[config.mk]
export PLATFORM = sky130hd
export DESIGN_NAME = demod_scheduler
export DESIGN_NICKNAME = d
export VERILOG_FILES = /design/src/rtl/demod_scheduler.sv
export SDC_FILE = /design/constraint.sdc
export NUM_CORES = 1
export LEC_CHECK = 0
export ABC_AREA = 1
export ABC_CLOCK_PERIOD_IN_PS = 3700
export CORE_UTILIZATION = 64
export DETAILED_ROUTE_END_ITERATION = 10
export PLACE_DENSITY = 0.82
export REMOVE_ABC_BUFFERS = 1
export SETUP_SLACK_MARGIN = 0.2
export SYNTH_ARGS = -nofsm -noshare
export SYNTH_HDL_FRONTEND = slang
export SYNTH_SLANG_ARGS = --single-unit
[constraint.sdc]
create_clock -name clk -period 3.7 [get_ports clk]
set_input_delay 0.555 -clock clk [delete_from_list [all_inputs] [get_ports clk]]
set_output_delay 0.555 -clock clk [all_outputs]
set_load 0.05 [all_outputs]
[src/rtl/demod_scheduler.sv]
// Purpose : schedules ASK/AM demodulators; counts low-level ADC samples over a fixed
//           window to classify the signal, waits a settle time, then runs the chosen
//           demodulator for a fixed time before rescanning.
// Latency : all outputs registered; a classification appears the cycle after the last
//           window sample; enables rise the cycle after the last settle cycle.
// Backpr. : none; ad_data is consumed every cycle, start/stop are single-cycle requests
//           (stop wins over start and is honoured in any state).
//
// Ports   : clk, rst_n (async active-low), ad_data[9:0], start, stop ->
//           ask_en, am_en, is_ask, type_valid, type_changed, busy, state[1:0]
// Config  : define DEMOD_SCHED_CONFIRM_EN to accept a window result only when it
//           matches the immediately preceding window result (two-window confirmation).
module demod_scheduler #(
    parameter int unsigned SAMPLE_COUNT        = 10000,
    parameter int unsigned ASK_THRESHOLD       = 2000,
    parameter int unsigned LOW_LEVEL_THRESHOLD = 10,
    parameter int unsigned SETTLE_CYCLES       = 64,
    parameter int unsigned RUN_CYCLES          = 8192000
) (
    input  logic       clk,
    input  logic       rst_n,
    input  logic [9:0] ad_data,
    input  logic       start,
    input  logic       stop,
    output logic       ask_en,
    output logic       am_en,
    output logic       is_ask,
    output logic       type_valid,
    output logic       type_changed,
    output logic       busy,
    output logic [1:0] state
);

    typedef enum logic [1:0] {
        S_IDLE   = 2'd0,
        S_DETECT = 2'd1,
        S_SETTLE = 2'd2,
        S_RUN    = 2'd3
    } state_t;

    // One phase counter is shared by DETECT, SETTLE and RUN; 24 bits covers RUN_CYCLES.
    localparam logic [23:0] DET_LAST = 24'(SAMPLE_COUNT - 1);
    localparam logic [23:0] SET_LAST = 24'(SETTLE_CYCLES - 1);
    localparam logic [23:0] RUN_LAST = 24'(RUN_CYCLES - 1);

    state_t      state_q;
    logic [23:0] cnt_q;
    logic [15:0] zero_cnt_q;
    logic        ask_en_q;
    logic        am_en_q;
    logic        is_ask_q;
    logic        type_valid_q;
    logic        type_changed_q;
    logic        busy_q;

    logic        zero_hit;
    logic [15:0] zero_cnt_d;
    logic        win_ask;
    logic        win_accept;

    // Zero count including the current sample, saturating at 65535. On the last
    // window cycle this is the final count used for the decision.
    assign zero_hit   = ({22'd0, ad_data} < 32'(LOW_LEVEL_THRESHOLD));
    assign zero_cnt_d = (zero_hit && (zero_cnt_q != 16'hFFFF)) ? zero_cnt_q + 16'd1
                                                               : zero_cnt_q;
    assign win_ask    = ({16'd0, zero_cnt_d} > 32'(ASK_THRESHOLD));

`ifdef DEMOD_SCHED_CONFIRM_EN
    logic pend_vld_q;
    logic pend_ask_q;

    // A window result counts only if the previous window produced the same answer.
    assign win_accept = pend_vld_q && (pend_ask_q == win_ask);

    always_ff @(posedge clk or negedge rst_n) begin
        if (!rst_n) begin
            pend_vld_q <= 1'b0;
            pend_ask_q <= 1'b0;
        end else if (!stop) begin
            if (state_q == S_IDLE && start) begin
                // Fresh start: the first window may never be accepted on its own.
                pend_vld_q <= 1'b0;
            end else if (state_q == S_DETECT && cnt_q == DET_LAST) begin
                pend_vld_q <= 1'b1;
                pend_ask_q <= win_ask;
            end
        end
    end
`else
    assign win_accept = 1'b1;
`endif

    always_ff @(posedge clk or negedge rst_n) begin
        if (!rst_n) begin
            state_q        <= S_IDLE;
            cnt_q          <= 24'd0;
            zero_cnt_q     <= 16'd0;
            ask_en_q       <= 1'b0;
            am_en_q        <= 1'b0;
            is_ask_q       <= 1'b0;
            type_valid_q   <= 1'b0;
            type_changed_q <= 1'b0;
            busy_q         <= 1'b0;
        end else begin
            type_changed_q <= 1'b0;
            if (stop) begin
                // Abort keeps the last classification so it can be reported after stop.
                state_q    <= S_IDLE;
                busy_q     <= 1'b0;
                ask_en_q   <= 1'b0;
                am_en_q    <= 1'b0;
                cnt_q      <= 24'd0;
                zero_cnt_q <= 16'd0;
            end else begin
                case (state_q)
                    S_IDLE: begin
                        if (start) begin
                            state_q    <= S_DETECT;
                            busy_q     <= 1'b1;
                            cnt_q      <= 24'd0;
                            zero_cnt_q <= 16'd0;
                        end
                    end
                    S_DETECT: begin
                        if (cnt_q == DET_LAST) begin
                            cnt_q      <= 24'd0;
                            zero_cnt_q <= 16'd0;
                            // Without acceptance we stay in DETECT and a new window
                            // starts on the next cycle.
                            if (win_accept) begin
                                state_q        <= S_SETTLE;
                                is_ask_q       <= win_ask;
                                type_valid_q   <= 1'b1;
                                type_changed_q <= type_valid_q && (is_ask_q != win_ask);
                            end
                        end else begin
                            cnt_q      <= cnt_q + 24'd1;
                            zero_cnt_q <= zero_cnt_d;
                        end
                    end
                    S_SETTLE: begin
                        if (cnt_q == SET_LAST) begin
                            cnt_q    <= 24'd0;
                            state_q  <= S_RUN;
                            ask_en_q <= is_ask_q;
                            am_en_q  <= !is_ask_q;
                        end else begin
                            cnt_q <= cnt_q + 24'd1;
                        end
                    end
                    S_RUN: begin
                        if (cnt_q == RUN_LAST) begin
                            cnt_q      <= 24'd0;
                            zero_cnt_q <= 16'd0;
                            state_q    <= S_DETECT;
                            ask_en_q   <= 1'b0;
                            am_en_q    <= 1'b0;
                        end else begin
                            cnt_q <= cnt_q + 24'd1;
                        end
                    end
                    default: begin
                        state_q  <= S_IDLE;
                        busy_q   <= 1'b0;
                        ask_en_q <= 1'b0;
                        am_en_q  <= 1'b0;
                    end
                endcase
            end
        end
    end

    assign ask_en       = ask_en_q;
    assign am_en        = am_en_q;
    assign is_ask       = is_ask_q;
    assign type_valid   = type_valid_q;
    assign type_changed = type_changed_q;
    assign busy         = busy_q;
    assign state        = state_q;

endmodule

### Word level (Yosys, flattened, before mapping)

Index checks and enable logic that the tools add are counted.
Widths: inputs -> output; s select.

* add/sub/neg operators: 2
* magnitude comparators: 2
* equality and inequality tests: 12
* multiplexer cells: 31
* bitwise logic cells: 1
* reduce and logical (&&, ||, !) cells: 13

Operators with widths (number)
* $mux 24: 5
* $pmux 24 s4: 1
* $mux 16: 5
* $pmux 16 s3: 1
* $add 24x1->24 const B: 1
* $eq 24x14->1 const B: 1
* $eq 24x23->1 const B: 1
* $eq 24x6->1 const B: 1
* $add 16x1->16 const B: 1
* $gt 16x11->1 const B: 1
* $ne 16x16->1 const B: 1
* $ne 3x3->1 const B: 4
* $mux 1: 11
* $lt 10x4->1 const B: 1
* $mux 2: 5
* $reduce_and 3->1: 3
* $pmux 2 s4: 1
* $eq 2x2->1 const B: 2
* $pmux 1 s2: 2
* $reduce_and 4->1: 1
* $reduce_bool 2->1: 2
* $reduce_bool 4->1: 1
* $reduce_bool 3->1: 1
* $eq 2x1->1 const B: 1
* other kinds (6): 7

* flip-flop bits (word level): 48

### Depth between registers and ports, before layout

Gate-level depths: netlist of the first run.

* word-level depth: 9
* mapped depth: 16

### Worst setup path after synthesis of the first run

OpenSTA, ideal clock, no wires.

* kind: register to register
* start point: register zero_cnt_q[1]
* end point: register type_changed_q, in the netlist type_changed
* library setup time: 0.121 ns
* arrival time: 1.853 ns
* slack: 1.726 ns
* stages on the path, launching flop included: 16
* clock period less this slack: 1.974 ns
* cell sequence: dfrtp_1 ha_1 inv_1 nor2_4 nand2_2 nor2_4 nor2_4 buf_6 nand2_1 nand2_1 nor2_1 nand2_1 nor2_1 nand3_1 a21oi_1 nor2_1

* word-level cells in the longest chain between the ends: 9
* elaborated cells on any way between the ends: 10
* classes of those cells: add/sub: 1; order compare: 1; eq/ne: 2; mux: 4; reduce/logical: 2

RTL lines
* from (decl): line 48 `logic [15:0] zero_cnt_q;`
* from (signal assigned): line 138 `zero_cnt_q <= zero_cnt_d;`
* parallel branches: the longest is 2 deep, another holds $add 16x1->16
* $mux 16 (*): line 64 `assign zero_cnt_d = (zero_hit && (zero_cnt_q != 16'hFFFF)) ? zero_cnt_q + 16'd1`
* $gt 16x11->1 (*): line 66 `assign win_ask = ({16'd0, zero_cnt_d} > 32'(ASK_THRESHOLD));`
* $ne 1x1->1 (*): line 134 `type_changed_q <= type_valid_q && (is_ask_q != win_ask);`
* $logic_and 1x1->1 (*): line 134
* $mux 1 (*): line 125 `if (cnt_q == DET_LAST) begin`
* $mux 1 (*): line 115 `case (state_q)`
* $mux 1 (*): line 106 `if (stop) begin`
* to (signal assigned): line 134
* to (decl): line 53 `logic type_changed_q;`

Mark *: on every way between the ends.
A chain may end at the register's enable or synchronous reset.

### Worst setup path in the final report of the first run

* start point: register cnt_q[0]
* end point: register cnt_q[6]

* word-level cells in the longest chain between the ends: 4
* elaborated cells on any way between the ends: 9
* classes of those cells: add/sub: 1; eq/ne: 3; mux: 5

RTL lines
* from (decl): line 47 `logic [23:0] cnt_q;`
* from (signal assigned): line 137 `cnt_q <= cnt_q + 24'd1;`
* from (signal assigned): line 148 `cnt_q <= cnt_q + 24'd1;`
* from (signal assigned): line 159 `cnt_q <= cnt_q + 24'd1;`
* $add 24x1->24 (tied with other cells): line 137, 148, 159
* $mux 24 (on tied branches): line 152, 125, 142
* $pmux 24 s4 (*): line 115
* $mux 24 (*): line 106

Every way passes the cells marked *; elsewhere a longest branch is shown, timed or not.

==> results of run 1 <==
## logic make-up after synthesis
group	Yosys count	share of synthesized area, %
AND/OR/NAND/NOR	282	37.1
buffers and inverters	80	9.96
AO/OA/AOI/OAI	63	11.3
flip-flops	48	35.5
XOR/XNOR	15	3.89
adder cells (fa/ha/maj)	6	2.22
## worst paths after layout
kind / end / start / slack, ns
min reg2reg: am_en / am_en / 0.49
max: cnt_q[6] / cnt_q[0] / 1.09
min in group clk: am_en / am_en / 0.49
max in group asynchronous: cnt_q[5] / rst_n / 2.61
max reg2reg: cnt_q[6] / cnt_q[0] / 1.09
min: zero_cnt_q[3] / rst_n / 0.43
## routing by layer
layer / track usage, % / vias up / share of wire [%]
met5: 0 / - / 0
met4: 17.2 / 0 / 3.6
met3: 4.28 / 27 / 4.4
met2: 53.8 / 126 / 49
met1: 37.1 / 1544 / 43
li1: - / 1670 / -
## layout make-up
class,count,area (um^2)
Tap cell,70,87.6
Timing Repair Buffer,21,203
Clock inverter,2,38.8
Sequential cell,48,1200
Clock buffer,6,82.6
Fill cell,439,1390
Inverter,71,267
Multi-Input combinational cell,366,1840
## metrics by stage
stage	utilization, %	std cells	area, um^2
after CTS	72.9	584	3720
final	72.9	584	3720
after global routing	72.9	584	3720
after global placement	70.5	576	3600
after detailed placement	70.5	576	3600
after floorplan	-	485	3310
## placed cells by master, fill, tap and decap left out, drive strengths merged
cell           count
bufinv             1
nand2            144
clkinv             2
o31ai              1
inv               70
xor2              14
clkbuf             6
o21bai             1
o21ai             19
buf                2
clkdlybuf4s50     19
ha                 6
nand3b             3
dfrtp             48
o311ai             1
nor4               8
nand3             35
nor2              61
xnor2              1
o22ai             32
nor3              12
nand4             19
a22o               3
o211ai             1
a21oi              5
## power groups by stage
| stage | logic (uW) | registers, uW | clock network, uW |
|---|---|---|---|
| after CTS | 346 | 566 | 413 |
| after global routing | 383 | 570 | 430 |
| after global placement | 338 | 575 | 0 |
| after detailed placement | 343 | 576 | 0 |
| final | 348 | 565 | 407 |
| after floorplan | 169 | 630 | 0 |
## worst max-delay path, delay by kind of cell, from the launching register on
| family | cells | cell delay [ns] |
|---|---|---|
| simple gates | 7 | 1.24 |
| compound gates | 3 | 0.50 |
| flops | 1 | 0.40 |
| fa+ha+maj | 1 | 0.20 |
| buf+inv | 1 | 0.11 |
==> flow_summary.yaml, run 1 <==
run_status:
  outcome: "finished, final reports clean"
synth:
  synthFlopType: "dfrtp_1"
  synth_area_per_cell_um2: 6.84
  synth_cell_types: 32
  synth_top_area_share_pct: 35.5
  netlist_area_mm2: 0.00338
  netlist_top_cells_area: "dfrtp_1, nand2_1, inv_1, o22ai_1, nor2_1"
  netlist_instances: 494
  yosys_register_bits: 48
  ys_seq_area_share_pct: 35.5
  synth_most_common_cell: "nand2_1"
  synth_area_leader_cell: "dfrtp_1"
  yosysWarnings: 0
  synth_edf_count: 0
  synth_common_cells: "nand2_1, inv_1, nor2_1"
  synthArstFlopShare_pct: 100
clock_tree:
  clk_latency_ns: 0.31
  clk_pin_slew_worst_paths_ns: 0.09
  numCtsBuffers: 5
  root_buffer: "clkbuf_8"
  post-cts-setup-buffers: 0
  ctsHoldBuffers: 0
  clock_path_buffers: 2
  cts_tree: "done"
  cts.repair.resized: 0
  cts_num_sinks: 48
  h-tree-depth: 2
critical_path:
  end_kind: "flip-flop"
  criticalPathCategory: "reg2reg"
  worstPathMaxFanout: 23
  crit_chain: "ha_1, nand2_1, nor2_2, nand3_1, inv_2, nand3_1, nor2_1, nand3_1, o21ai_0, o211ai_1, nand2_2, o22ai_1"
  slowest_delay_ns: 0.40
  cp.arrival_ns: 2.77
  slowest_stage: "dfrtp_1"
  reg2reg_depth: 12
  required_ns: 3.86
  critPathLaunchType: "flip-flop"
  critical_path.most_common_cell: "nand3_1"
sta:
  hold_viol_final: 0
  fin_ws_ns: 1.09
  period_needed_ns: 2.61
  relSlewSlack_pct: 29.7
  setup_violations: 0
  clock.fmax_mhz: 384
  finalSetupTns_ns: 0
  whs_ns: 0.429
  clock_skew_ns: 0.00685
  rsz0062_at_grt: "false"
  drv_slew: 0
  tightest_slew_ns: 1.05
  finalCritPeriodShare_pct: 70.4
global_route:
  antenna_found_initial: 0
  grt_usage_pct: 31.0
  grt_pass1_wl_um: 13100
  grt_max_degree: 49
  first_global_vias: 3067
  gr-total-overflow: 0
power:
  total_power_uw: 1320
  power.leakage_uw: 0.00161
  clkPwrFrac_pct: 30.8
  p_seq_share_pct: 42.8
  ir_drop_uv: 353
  p_int_uw: 868
  p_sw_uw: 451
  comb_power_share_pct: 26.3
  power.density_mw_per_mm2: 355
  swShare_pct: 34.2
place:
  gp_congestion: 0.978
  dp_slack_ns: 0.904
  dp_hpwl_um: 5870
  io_buffers: 20
detailed_routing:
  ant_nets: 0
  drt_wl_total_um: 8020
  first_pass_iters: 5
  drc: 0
  wl_per_cell_um: 13.7
  vias: 3367
  via_per_inst: 5.77
  drtIter0Drc: 270
final_layout:
  largest_reg_flops: 24
  synthToLayoutAreaGrowth_pct: 10.1
  drive_above_1_share_pct: 5.64
  diodes: 0
  nets: 533
  largest-register: "cnt_q"
job:
  maxCapViolations: 0
floorplanning:
  coreArea_mm2: 0.00511
  ios: 22
  fp-row-count: 26
  die_area_mm2: 0.00557
  dieWidth_um: 74.7
  initial_core_util_pct: 66.2
  die_y_um: 74.7
worst_hold_path:
  min_path_type: "in2async"
Note: power is estimated with default switching activity, not from simulation.
==> run 2, diff against run 1 <==
--- a/config.mk
+++ b/config.mk
@@ -6,10 +6,10 @@
 export NUM_CORES = 1
 export LEC_CHECK = 0
 export ABC_AREA = 1
-export ABC_CLOCK_PERIOD_IN_PS = 3700
-export CORE_UTILIZATION = 64
+export ABC_CLOCK_PERIOD_IN_PS = 2470
+export CORE_UTILIZATION = 60
 export DETAILED_ROUTE_END_ITERATION = 10
-export PLACE_DENSITY = 0.82
+export PLACE_DENSITY = 0.78
 export REMOVE_ABC_BUFFERS = 1
 export SETUP_SLACK_MARGIN = 0.2
 export SYNTH_ARGS = -nofsm -noshare
==> constraint.sdc (replaced) <==
create_clock -name clk -period 2.47 [get_ports clk]
set_input_delay 0.3705 -clock clk [delete_from_list [all_inputs] [get_ports clk]]
set_output_delay 0.3705 -clock clk [all_outputs]
set_load 0.05 [all_outputs]
==> flow_summary.yaml, run 2 (synthesis results as in run 1) <==
global_route:
  first_global_vias: 3234
  antenna_found_initial: 0
  grt_pass1_wl_um: 14200
  grt_max_degree: 26
  grt_usage_pct: 29.8
  gr-total-overflow: 0
clock_tree:
  cts_num_sinks: 48
  root_buffer: "clkbuf_8"
  cts_tree: "done"
  h-tree-depth: 2
  clk_pin_slew_worst_paths_ns: 0.09
  clk_latency_ns: 0.30
  numCtsBuffers: 5
  clock_path_buffers: 2
  ctsHoldBuffers: 0
final_layout:
  final_area_mm2: 0.00396
  diodes: 0
  layout_commonest_cell: "nand2_1"
  largest_reg_flops: 24
  drive_above_1_share_pct: 11.9
  largest-register: "cnt_q"
  mostFrequentLayoutCells: "nand2_1, inv_1, nor2_1"
  nets: 550
  fillCellCount: 429
  synthToLayoutAreaGrowth_pct: 17.1
detailed_routing:
  vias: 3416
  wl_met3_um: 362
  wl_met1_um: 3590
  drt_wl_total_um: 8420
  dr_wl_met2_um: 4200
  drtIter0Drc: 177
  first_pass_iters: 5
  via_per_inst: 5.69
  ant_nets: 0
  drc: 0
  wl_per_cell_um: 14.0
  top_layer: "met4"
sta:
  fin_ws_ns: 0.316
  relSlewSlack_pct: 49.5
  clock_skew_ns: 0.0102
  setup_violations: 0
  hold_viol_final: 0
  clock.fmax_mhz: 464
  drv_slew: 0
  period_needed_ns: 2.15
  finalCritPeriodShare_pct: 87.2
  finalSetupTns_ns: 0
  tightest_slew_ns: 0.747
  rsz0062_at_grt: "true"
floorplanning:
  coreArea_mm2: 0.00527
  die_y_um: 77.1
  dieWidth_um: 77.1
  fp-row-count: 26
  ios: 22
  initial_core_util_pct: 64.1
  die_area_mm2: 0.00594
critical_path:
  reg2reg_slack_ns: 0.32
  required_ns: 2.67
  r2r_start: "zero_cnt_q[0]"
  worstPathMaxFanout: 12
  criticalPathCategory: "reg2reg"
  cp.arrival_ns: 2.36
  critPathLaunchType: "flip-flop"
  end_kind: "flip-flop"
  startpoint: "zero_cnt_q[0]"
place:
  dp_slack_ns: 0.0573
  dp_hpwl_um: 6210
  dpl_cell_area_mm2: 0.00370
  gp_congestion: 0.892
  io_buffers: 20
job:
  maxCapViolations: 0
power:
  ir_drop_uv: 548
  power.density_mw_per_mm2: 495
  power.leakage_uw: 0.00168
worst_hold_path:
  min_path_type: "in2async"
run_status:
  outcome: "finished, final reports clean"
[run 2: final cells by class]
class / count / area, um^2 / share of cell area (%)
inverters: 71 / 274 / 6.93
repair inverters: 1 / 7.51 / 0.190
repair buffers: 37 / 370 / 9.36
flip-flops and latches: 48 / 1200 / 30.5
well taps: 70 / 87.6 / 2.21
clock buffers: 6 / 72.6 / 1.83
multi-input cells: 366 / 1930 / 48.9
clock inverters: 1 / 5.00 / 0.127
[run 2: path summary, 6_finish.rpt]
check                      cells after the start             to
setup / recovery                              15   type_changed
hold / removal                                 1  zero_cnt_q[3]
setup reg to reg                              15   type_changed
hold reg to reg                                2     type_valid
max in group asynchronous                      2  zero_cnt_q[0]
min in group clk                               2     type_valid
[run 2: worst max-delay path: stages (launching register included)]
cell,delay [ns]
dfrtp_2,0.42
ha_4,0.18
inv_1,0.07
nor2_4,0.13
nand2_2,0.11
nor2_4,0.14
nor2_4,0.06
buf_12,0.14
nand2_1,0.06
nand2_1,0.09
nor2_2,0.14
inv_1,0.05
nor2_1,0.12
nand3_2,0.11
a21oi_1,0.15
nor2_1,0.06
[run 2: stage by stage]
step | total power [uW] | instances | utilization, % | hold slack [ns]
after CTS | 1880 | 590 | 72.1 | 0.0871
final | 1960 | 600 | 75.1 | 0.0635
after global routing | 2050 | 600 | 75.1 | 0.0986
after global placement | 1420 | 583 | 70.3 | 0.406
after detailed placement | 1440 | 583 | 70.3 | 0.408
after floorplan | 1200 | 485 | - | 0.0749
[run 2: timing repair]
action,in CTS,in global routing
buffers inserted,0,9
gates cloned,0,1
setup endpoints to repair,14,39
pin swaps,0,5
resized for setup,4,22
[run 2: routing by layer]
layer  vias to the layer above  GRT usage [%]
li1                       1703              -
met1                      1569           36.7
met4                         0           13.8
met3                        29           4.52
met2                       115           51.3
met5                         -              0
[run 2: report_power, final]
group / total [uW] / switching (uW) / leakage [uW] / internal (uW)
clock: 455 / 262 / 0.0000410 / 193
combinational: 659 / 425 / 0.000982 / 234
sequential: 844 / 25.0 / 0.000655 / 819
==> run 3, diff against run 2 <==
--- a/config.mk
+++ b/config.mk
@@ -7,9 +7,11 @@
 export LEC_CHECK = 0
 export ABC_AREA = 1
 export ABC_CLOCK_PERIOD_IN_PS = 2470
-export CORE_UTILIZATION = 60
+export CAP_MARGIN = 20
+export CORE_UTILIZATION = 64
 export DETAILED_ROUTE_END_ITERATION = 10
-export PLACE_DENSITY = 0.78
+export DONT_BUFFER_PORTS = 1
+export PLACE_DENSITY = 0.77
 export REMOVE_ABC_BUFFERS = 1
 export SETUP_SLACK_MARGIN = 0.2
 export SYNTH_ARGS = -nofsm -noshare
==> flow_summary.yaml, run 3 (synthesis results as in run 1) <==
sta:
  hold_viol_final: 0
  relSlewSlack_pct: 55.0
  finalSetupTns_ns: 0
  drv_slew: 0
  finalCritPeriodShare_pct: 87.9
  clock.fmax_mhz: 460
  rsz0062_at_grt: "true"
  whs_ns: 0.116
  setup_violations: 0
  clock_skew_ns: 0.0177
  tightest_slew_ns: 0.667
  period_needed_ns: 2.17
final_layout:
  nets: 536
  mostFrequentLayoutCells: "nand2_1, inv_1, nor2_1"
  diodes: 0
  largest-register: "cnt_q"
  layout_commonest_cell: "nand2_1"
  final_area_mm2: 0.00384
  seq_area_mm2: 0.00120
  synthToLayoutAreaGrowth_pct: 13.6
  largest_reg_flops: 24
  drive_above_1_share_pct: 13.9
  fillCellCount: 414
  multi_input_area_mm2: 0.00196
  final_cells: 587
global_route:
  first_global_vias: 3004
  grt_usage_pct: 29.8
  gr-total-overflow: 0
  grt_pass1_wl_um: 12600
  antenna_found_initial: 0
  grt_max_degree: 49
place:
  dp_hpwl_um: 5800
  dpl_cell_area_mm2: 0.00347
  gp_congestion: 0.930
  io_buffers: 0
  dp.cells: 563
worst_hold_path:
  min_path_type: "in2reg"
  hp-start: "stop"
floorplanning:
  fp-row-count: 26
  coreArea_mm2: 0.00511
  initial_core_util_pct: 66.2
  die_area_mm2: 0.00557
  dieWidth_um: 74.7
  die_y_um: 74.7
  ios: 22
critical_path:
  r2r_start: "cnt_q[0]"
  cp_num_cells: 14
  crit_chain: "ha_2, nand2_1, nor2_4, nand3_2, inv_2, nand2_1, nor2_2, nand2_1, nand3_2, nand3_4, nor2_4, buf_12, clkinvlp_4, o22ai_1"
  path_buf_inv: 3
  crit_family: "simple AND/OR/NAND/NOR gates"
  worstPathMaxFanout: 5
  critical_path.most_common_cell: "nand2_1"
  worstReg2RegEnd: "zero_cnt_q[8]"
  slowest_delay_ns: 0.38
  crit_end: "zero_cnt_q[8]"
  cp.arrival_ns: 2.40
  reg2reg_depth: 14
  critPathLaunchType: "flip-flop"
  reg2reg_slack_ns: 0.30
  startpoint: "cnt_q[0]"
  criticalPathCategory: "reg2reg"
  end_kind: "flip-flop"
  required_ns: 2.69
  slowest_stage: "dfrtp_1"
clock_tree:
  cts_num_sinks: 48
  h-tree-depth: 2
  root_buffer: "clkbuf_8"
  numCtsBuffers: 5
  clk_pin_slew_worst_paths_ns: 0.09
  clock_path_buffers: 2
  clk_latency_ns: 0.31
  cts_tree: "done"
detailed_routing:
  first_pass_iters: 7
  drc: 0
  drt_wl_total_um: 8570
  vias: 3441
  ant_nets: 0
  wl_per_cell_um: 14.6
  drtIter0Drc: 222
  via_per_inst: 5.86
power:
  power.leakage_uw: 0.00164
  ir_drop_uv: 578
  power.density_mw_per_mm2: 506
job:
  maxCapViolations: 0
run_status:
  outcome: "finished, final reports clean"
-- run 3: cell types whose count changed in the layout (fill, tap and decap cells not counted), sizes merged --
| cell | previous run | this run |
|---|---|---|
| buf | 18 | 21 |
| nor2 | 61 | 62 |
| clkinv | 2 | 4 |
| dlygate4sd3 | 0 | 1 |
| clkbuf | 6 | 5 |
| clkdlybuf4s50 | 19 | 0 |
-- run 3: repair_timing --
| item | in CTS | in global routing |
|---|---|---|
| cloned | 0 | 2 |
| hold buffers | 2 | 0 |
| pin swaps | 1 | 10 |
| gates resized for setup | 3 | 28 |
| buffers inserted | 2 | 10 |
| setup endpoints to repair | 10 | 39 |
| hold endpoints to repair | 48 | 0 |
-- run 3: worst min path at each step --
stage | to | depth (start not counted)
2_1_floorplan | am_en | 0
3_5_place_dp | zero_cnt_q[2] | 0
5_1_grt | busy | 1
6_report | busy | 1
4_1_cts | busy | 1
3_3_place_gp | zero_cnt_q[3] | 0
-- run 3: final cells by class --
cell class                      instances  share of cell area [%]
Clock buffer                            5                    1.79
Clock inverter                          3                   0.489
Inverter                               71                    7.14
Multi-Input combinational cell        367                    51.1
Sequential cell                        48                    31.3
Tap cell                               70                    2.28
Timing Repair Buffer                   22                    5.64
Timing Repair inverter                  1                   0.196
-- run 3: metrics by stage --
step / util, % / total power (uW) / setup WS (ns)
finish: 75.1 / 1940 / 0.298
detailed placement: 67.9 / 1350 / 0.115
floorplan: - / 1200 / 0.221
global route: 75.1 / 2030 / 0.105
global placement: 67.9 / 1340 / 0.191
CTS: 70.9 / 1840 / 0.200
-- run 3: worst register-to-register path, stage by stage (launching register included) --
cell and delay, ns:
dfrtp_1 0.38, ha_2 0.20, nand2_1 0.09, nor2_4 0.12, nand3_2 0.10, inv_2 0.08, nand2_1 0.08, nor2_2 0.13
nand2_1 0.08, nand3_2 0.11, nand3_4 0.11, nor2_4 0.19, buf_12 0.13, clkinvlp_4 0.15, o22ai_1 0.15
-- run 3: per-layer routing --
| layer | global-route usage [%] | vias up | wire [um] |
|---|---|---|---|
| li1 | - | 1682 | - |
| met4 | 14.3 | 0 | 289 |
| met3 | 4.02 | 25 | 356 |
| met5 | 0 | - | 0 |
| met2 | 54.0 | 111 | 4400 |
| met1 | 34.8 | 1623 | 3520 |
-- run 3: power breakdown --
group / total, uW / internal [uW] / switching, uW
Sequential: 888 / 819 / 69.1
Clock: 482 / 198 / 284
Combinational: 570 / 194 / 377
